`config.mk`:
```
export PLATFORM = sky130hd
export DESIGN_NAME = mem_access_ctrl
export DESIGN_NICKNAME = d
export VERILOG_FILES = /design/src/rtl/mem_access_ctrl.sv
export SDC_FILE = /design/constraint.sdc
export NUM_CORES = 1
export LEC_CHECK = 0
export CAP_MARGIN = 5
export CELL_PAD_IN_SITES_DETAIL_PLACEMENT = 1
export CELL_PAD_IN_SITES_GLOBAL_PLACEMENT = 2
export CORE_UTILIZATION = 24
export DETAILED_ROUTE_END_ITERATION = 12
export PLACE_DENSITY = 0.82
export SYNTH_ARGS = -nofsm -noshare
export SYNTH_HDL_FRONTEND = slang
export SYNTH_SLANG_ARGS = --single-unit
export TNS_END_PERCENT = 50
```
`constraint.sdc`:
```
create_clock -name clk -period 7.25 [get_ports clk]
set_input_delay 0.725 -clock clk [delete_from_list [all_inputs] [get_ports clk]]
set_output_delay 0.725 -clock clk [all_outputs]
set_load 0.02 [all_outputs]
```
`src/rtl/mem_access_ctrl.sv`:
```
`default_nettype none
// ============================================================================
// mem_access_ctrl -- Y86-64 memory-stage controller: decodes the instruction,
//   range-checks the address and sequences a single-cycle read/write strobe.
// Revision: 1.0
// ============================================================================
module mem_access_ctrl #(
    parameter int MEM_WORDS = 512
) (
    input  logic               clk,
    input  logic               rst,
    input  logic               start,
    input  logic        [3:0]  icode,
    input  logic signed [63:0] valE,
    input  logic signed [63:0] valA,
    input  logic signed [63:0] valP,
    input  logic signed [63:0] mem_rdata,
    input  logic               mem_err_in,
    output logic signed [63:0] mem_address,
    output logic signed [63:0] mem_data,
    output logic               read_enable,
    output logic               write_enable,
    output logic signed [63:0] valM,
    output logic               busy,
    output logic               done,
    output logic               dmem_error,
    output logic        [15:0] access_cnt
);

    localparam logic signed [63:0] MAX_ADDR = 64'(MEM_WORDS - 1);

    typedef enum logic [1:0] {
        IDLE   = 2'd0,
        SETUP  = 2'd1,
        ACCESS = 2'd2,
        DONE   = 2'd3
    } state_t;

    state_t             state_q;
    logic               write_q;
    logic               read_enable_q;
    logic               write_enable_q;
    logic               busy_q;
    logic               done_q;
    logic               dmem_error_q;
    logic signed [63:0] mem_address_q;
    logic signed [63:0] mem_data_q;
    logic signed [63:0] valM_q;
    logic        [15:0] access_cnt_q;

    logic               req_mem;
    logic               req_write;
    logic               req_legal;
    logic signed [63:0] req_addr;
    logic signed [63:0] req_data;

    always_comb begin
        req_mem   = 1'b1;
        req_write = 1'b0;
        req_addr  = valE;
        req_data  = valA;
        case (icode)
            4'h4, 4'hA: req_write = 1'b1;
            4'h5:       req_write = 1'b0;
            4'h8: begin
                req_write = 1'b1;
                req_data  = valP;
            end
            4'h9, 4'hB: req_addr = valA;
            default:    req_mem = 1'b0;
        endcase
    end

    // Signed range check: bit 63 set means a negative address.
    assign req_legal = !req_addr[63] && (req_addr <= MAX_ADDR);

    always_ff @(posedge clk or posedge rst) begin
        if (rst) begin
            state_q        <= IDLE;
            write_q        <= 1'b0;
            read_enable_q  <= 1'b0;
            write_enable_q <= 1'b0;
            busy_q         <= 1'b0;
            done_q         <= 1'b0;
            dmem_error_q   <= 1'b0;
            mem_address_q  <= '0;
            mem_data_q     <= '0;
            valM_q         <= '0;
            access_cnt_q   <= '0;
        end else begin
            case (state_q)
                IDLE: begin
                    if (start) begin
                        busy_q       <= 1'b1;
                        dmem_error_q <= 1'b0;
                        if (req_mem && req_legal) begin
                            state_q       <= SETUP;
                            mem_address_q <= req_addr;
                            mem_data_q    <= req_data;
                            write_q       <= req_write;
                        end else begin
                            state_q <= DONE;
                            done_q  <= 1'b1;
                            if (req_mem) begin
                                dmem_error_q <= 1'b1;
                                valM_q       <= '0;
                            end
                        end
                    end
                end
                SETUP: begin
                    state_q        <= ACCESS;
                    read_enable_q  <= !write_q;
                    write_enable_q <= write_q;
                end
                ACCESS: begin
                    state_q        <= DONE;
                    done_q         <= 1'b1;
                    read_enable_q  <= 1'b0;
                    write_enable_q <= 1'b0;
                    access_cnt_q   <= access_cnt_q + 16'd1;
                    if (read_enable_q) begin
                        valM_q <= mem_rdata;
                    end
                    if (mem_err_in) begin
                        dmem_error_q <= 1'b1;
                    end
                end
                DONE: begin
                    state_q <= IDLE;
                    done_q  <= 1'b0;
                    busy_q  <= 1'b0;
                end
                default: state_q <= IDLE;
            endcase
        end
    end

    assign mem_address  = mem_address_q;
    assign mem_data     = mem_data_q;
    assign read_enable  = read_enable_q;
    assign write_enable = write_enable_q;
    assign valM         = valM_q;
    assign busy         = busy_q;
    assign done         = done_q;
    assign dmem_error   = dmem_error_q;
    assign access_cnt   = access_cnt_q;

endmodule
`default_nettype wire

```
==> impl_metrics.py <==
metrics = {
    "layout": {
        "syn2layout_area_growth_pct": 64.11,
        "drive_gt1_share_pct": 9.212,
        "fin_nets": 1594,
        "fillers": 4399,
        "layout_commonest_cell": "clkdlybuf4s50_1",
        "most-common-layout-cells": "clkdlybuf4s50_1, dfrtp_1, nand2_1",
    },
    "route": {
        "drtPass1Iterations": 4,
        "wl_met2_mm": 17.46,
        "drc": 0,
        "dr_total_vias": 8143,
        "wl_met1_mm": 14.33,
        "wire_per_inst_um": 18.98,
        "met3_length_mm": 2.759,
        "topRoutingLayerUsed": "met5",
        "detail_route.vias_per_cell": 4.348,
        "wirelength_mm": 35.54,
        "drt_iter0_drc": 258,
        "antenna_left": 0,
    },
    "place": {
        "io_buffer_count": 476,
        "hpwlAfterDp_mm": 26.87,
        "gp_congestion": 0.8290,
    },
    "global_route": {
        "grt_use_total_pct": 17.13,
        "antenna_found_initial": 4,
        "grt_max_degree": 97,
        "overflow": 0,
        "grt_pass1_wl_mm": 54.17,
        "grt_pass1_vias": 8932,
    },
    "power": {
        "clkPwrFrac_pct": 35.7,
        "seq_power_share_pct": 34.0,
        "p_int_w": 0.002901,
        "vdd_drop_max_v": 0.0001523,
        "power_leakage_nw": 6.925,
        "switching_power_w": 0.001292,
        "powerDensity_nw_per_um2": 264.7,
        "switching_share_pct": 30.81,
        "comb_power_share_pct": 30.3,
    },
    "clock_network": {
        "cts_buffers": 26,
        "path_clk_slew_ns": 0.06,
        "cts_resized": 0,
        "post_cts_buffers": 0,
        "cts_root_buffer": "clkbuf_16",
        "clock_latency_ns": 0.54,
        "cts_buffer_depth": 3,
        "cts-htree-levels": 1,
        "cts_hold_buf": 0,
        "cts.sinks": 216,
        "cts_tree": "built",
    },
    "synth": {
        "synth-seq-cells": 216,
        "yosys_warnings": 0,
        "synth-compound-area-share_pct": 7.233,
        "yosys.cell_types.count": 39,
        "synth_fa_ha_area_share_pct": 0.5185,
        "synth.mux.area_fraction_pct": 14.54,
        "syn_inst": 859,
        "synth_area_sq_um": 9653,
        "synth-xor-area-share_pct": 1.361,
        "ys_seq_area_share_pct": 55.99,
        "synthSimpleGateAreaFrac_pct": 14.01,
        "syn_nets": 1127,
        "syn_avg_cell_area_sq_um": 11.24,
        "synth_top_family_by_area": "multiplexers",
    },
    "die": {
        "die_width_um": 202.6,
        "start_util_pct": 24.30,
        "die_area_sq_um": 41030,
        "ios": 477,
        "core_area_sq_um": 39730,
        "rows": 73,
        "die_h_um": 202.6,
    },
    "worst_setup_path": {
        "crit_path_start_kind": "input pin",
        "cp.arrival_ns": 4.32,
        "required_ns": 7.69,
        "reg2regPathDepth": 7,
        "cp-end-kind": "register",
        "path_class": "input pin to register",
        "r2r_end": "valM[31]$_DFFE_PP0P_",
        "reg2reg_from": "state_q[0]$_DFFE_PP0P_",
        "cp_max_fo": 38,
        "timing.reg2reg.setup_slack_ns": 4.38,
    },
    "timing": {
        "fin_crit_ns": 3.882,
        "slew-limit-headroom_pct": 28.58,
        "tns_ns": 0,
        "worst_pin_slew_ns": 1.071,
        "slew_viol_final": 0,
        "skew_ns": 0.02975,
        "holdWs_ns": 0.4769,
        "timing.fmax_mhz": 257.6,
        "post-route-period-util_pct": 53.55,
        "setup_viol": 0,
        "rsz0062_at_grt": "false",
        "hold_viol": 0,
    },
    "worst_hold_path": {
        "min_from": "mem_data[31]$_DFFE_PP0P_",
        "min_to": "mem_data[31]$_DFFE_PP0P_",
        "min_path_type": "register to register",
        "hold_path_depth": 2,
    },
    "status": {
        "status": "finished, final reports clean",
    },
    "flow_run": {
        "drv_cap": 0,
    },
}
-- stage by stage --
step | cell area, sq um | setup slack [ns] | power, W | util, % | cells
6_report | 15840 | 3.368 | 0.004193 | 39.87 | 1873
5_1_grt | 15840 | 3.149 | 0.004419 | 39.87 | 1873
4_1_cts | 15840 | 3.353 | 0.004283 | 39.86 | 1871
3_5_place_dp | 14850 | 2.806 | 0.002745 | 37.36 | 1823
3_3_place_gp | 14850 | 2.817 | 0.002718 | 37.36 | 1823
2_1_floorplan | 9653 | 0.6174 | 0.002185 | - | 859
-- power groups by stage --
stage          clock, W  combinational (W)  sequential (W)
3_3_place_gp          0            0.00128         0.00144
2_1_floorplan         0           0.000612         0.00157
3_5_place_dp          0            0.00129         0.00145
4_1_cts         0.00155            0.00130         0.00143
5_1_grt         0.00159            0.00138         0.00145
6_report        0.00150            0.00127         0.00143
-- how the worst max path moves through the flow --
stage | startpoint | cells past startpoint | end
after floorplan | rst | 1 | access_cnt[0]$_DFFE_PP0P_
after global placement | valA[45] | 8 | valM[0]$_DFFE_PP0P_
after detailed placement | valA[45] | 8 | valM[31]$_DFFE_PP0P_
after CTS | valA[45] | 8 | valM[17]$_DFFE_PP0P_
after global routing | valA[45] | 8 | valM[27]$_DFFE_PP0P_
final | valA[45] | 8 | valM[31]$_DFFE_PP0P_
-- sequential cells by signal, indices dropped and copies added (netlist names) --
name,cells
mem_address,64
mem_data,64
valM,64
access_cnt,16
state_q,2
busy,1
dmem_error,1
done,1
read_enable,1
write_enable,1
write_q,1
-- Yosys cell counts (all sizes together) --
| cell type | count | area share, % |
|---|---|---|
| nand2b | 3 | 0.19 |
| xnor2 | 9 | 0.82 |
| or2 | 1 | 0.091 |
| nor3 | 4 | 0.26 |
| dfrtp | 216 | 56 |
| xor2 | 6 | 0.54 |
| ha | 4 | 0.52 |
| nand3 | 5 | 0.26 |
| nand4 | 9 | 0.58 |
| nand3b | 1 | 0.078 |
| o22a | 1 | 0.091 |
| mux2 | 2 | 0.23 |
| and2 | 56 | 3.6 |
| o211ai | 1 | 0.078 |
| nor2b | 2 | 0.13 |
| nand2 | 147 | 5.7 |
| o21ai | 77 | 6.3 |
| clkbuf | 24 | 0.93 |
| mux2i | 138 | 14 |
| buf | 22 | 2.6 |
| inv | 72 | 2.8 |
| a311oi | 1 | 0.091 |
| a21oi | 3 | 0.16 |
| a31oi | 1 | 0.065 |
| nor2 | 16 | 0.62 |
| and3 | 4 | 0.26 |
| nor4 | 26 | 1.8 |
| a22o | 2 | 0.18 |
| or4 | 2 | 0.19 |
| nor3b | 2 | 0.16 |
| o221ai | 2 | 0.25 |
-- worst max-delay path, cell delays in order --
cell and delay [ns]:
clkdlybuf4s50_1 0.42, nor4_1 0.74, nand4_1 0.29, nor3_2 0.45
o221ai_2 0.26, nand3_4 0.44, buf_4 0.64, mux2i_1 0.28
-- metal layers --
| metal | vias to the layer above | GRT usage (%) |
|---|---|---|
| met5 | - | 0 |
| met4 | 2 | 5.048 |
| met3 | 54 | 5.506 |
| met2 | 302 | 29.83 |
| met1 | 3991 | 19.97 |
| li1 | 3794 | - |
-- cells by family after synthesis --
| family | count (synthesis) |
|---|---|
| fa+ha+maj | 4 |
| compound gates | 88 |
| simple gates | 278 |
| flops | 216 |
| xor+xnor | 15 |
| mux | 140 |
| buf+inv | 118 |
-- layout make-up --
type | count | area [sq um] | area share (%)
Clock inverter | 12 | 241.5 | 1.524
Timing Repair Buffer | 485 | 4832 | 30.50
Antenna cell | 2 | 5.005 | 0.03159
Sequential cell | 216 | 5405 | 34.12
Tap cell | 525 | 656.9 | 4.147
Clock buffer | 36 | 749.5 | 4.731
Multi-Input combinational cell | 525 | 3674 | 23.19
Inverter | 72 | 277.8 | 1.753
Power figures use the tool's default switching activity.
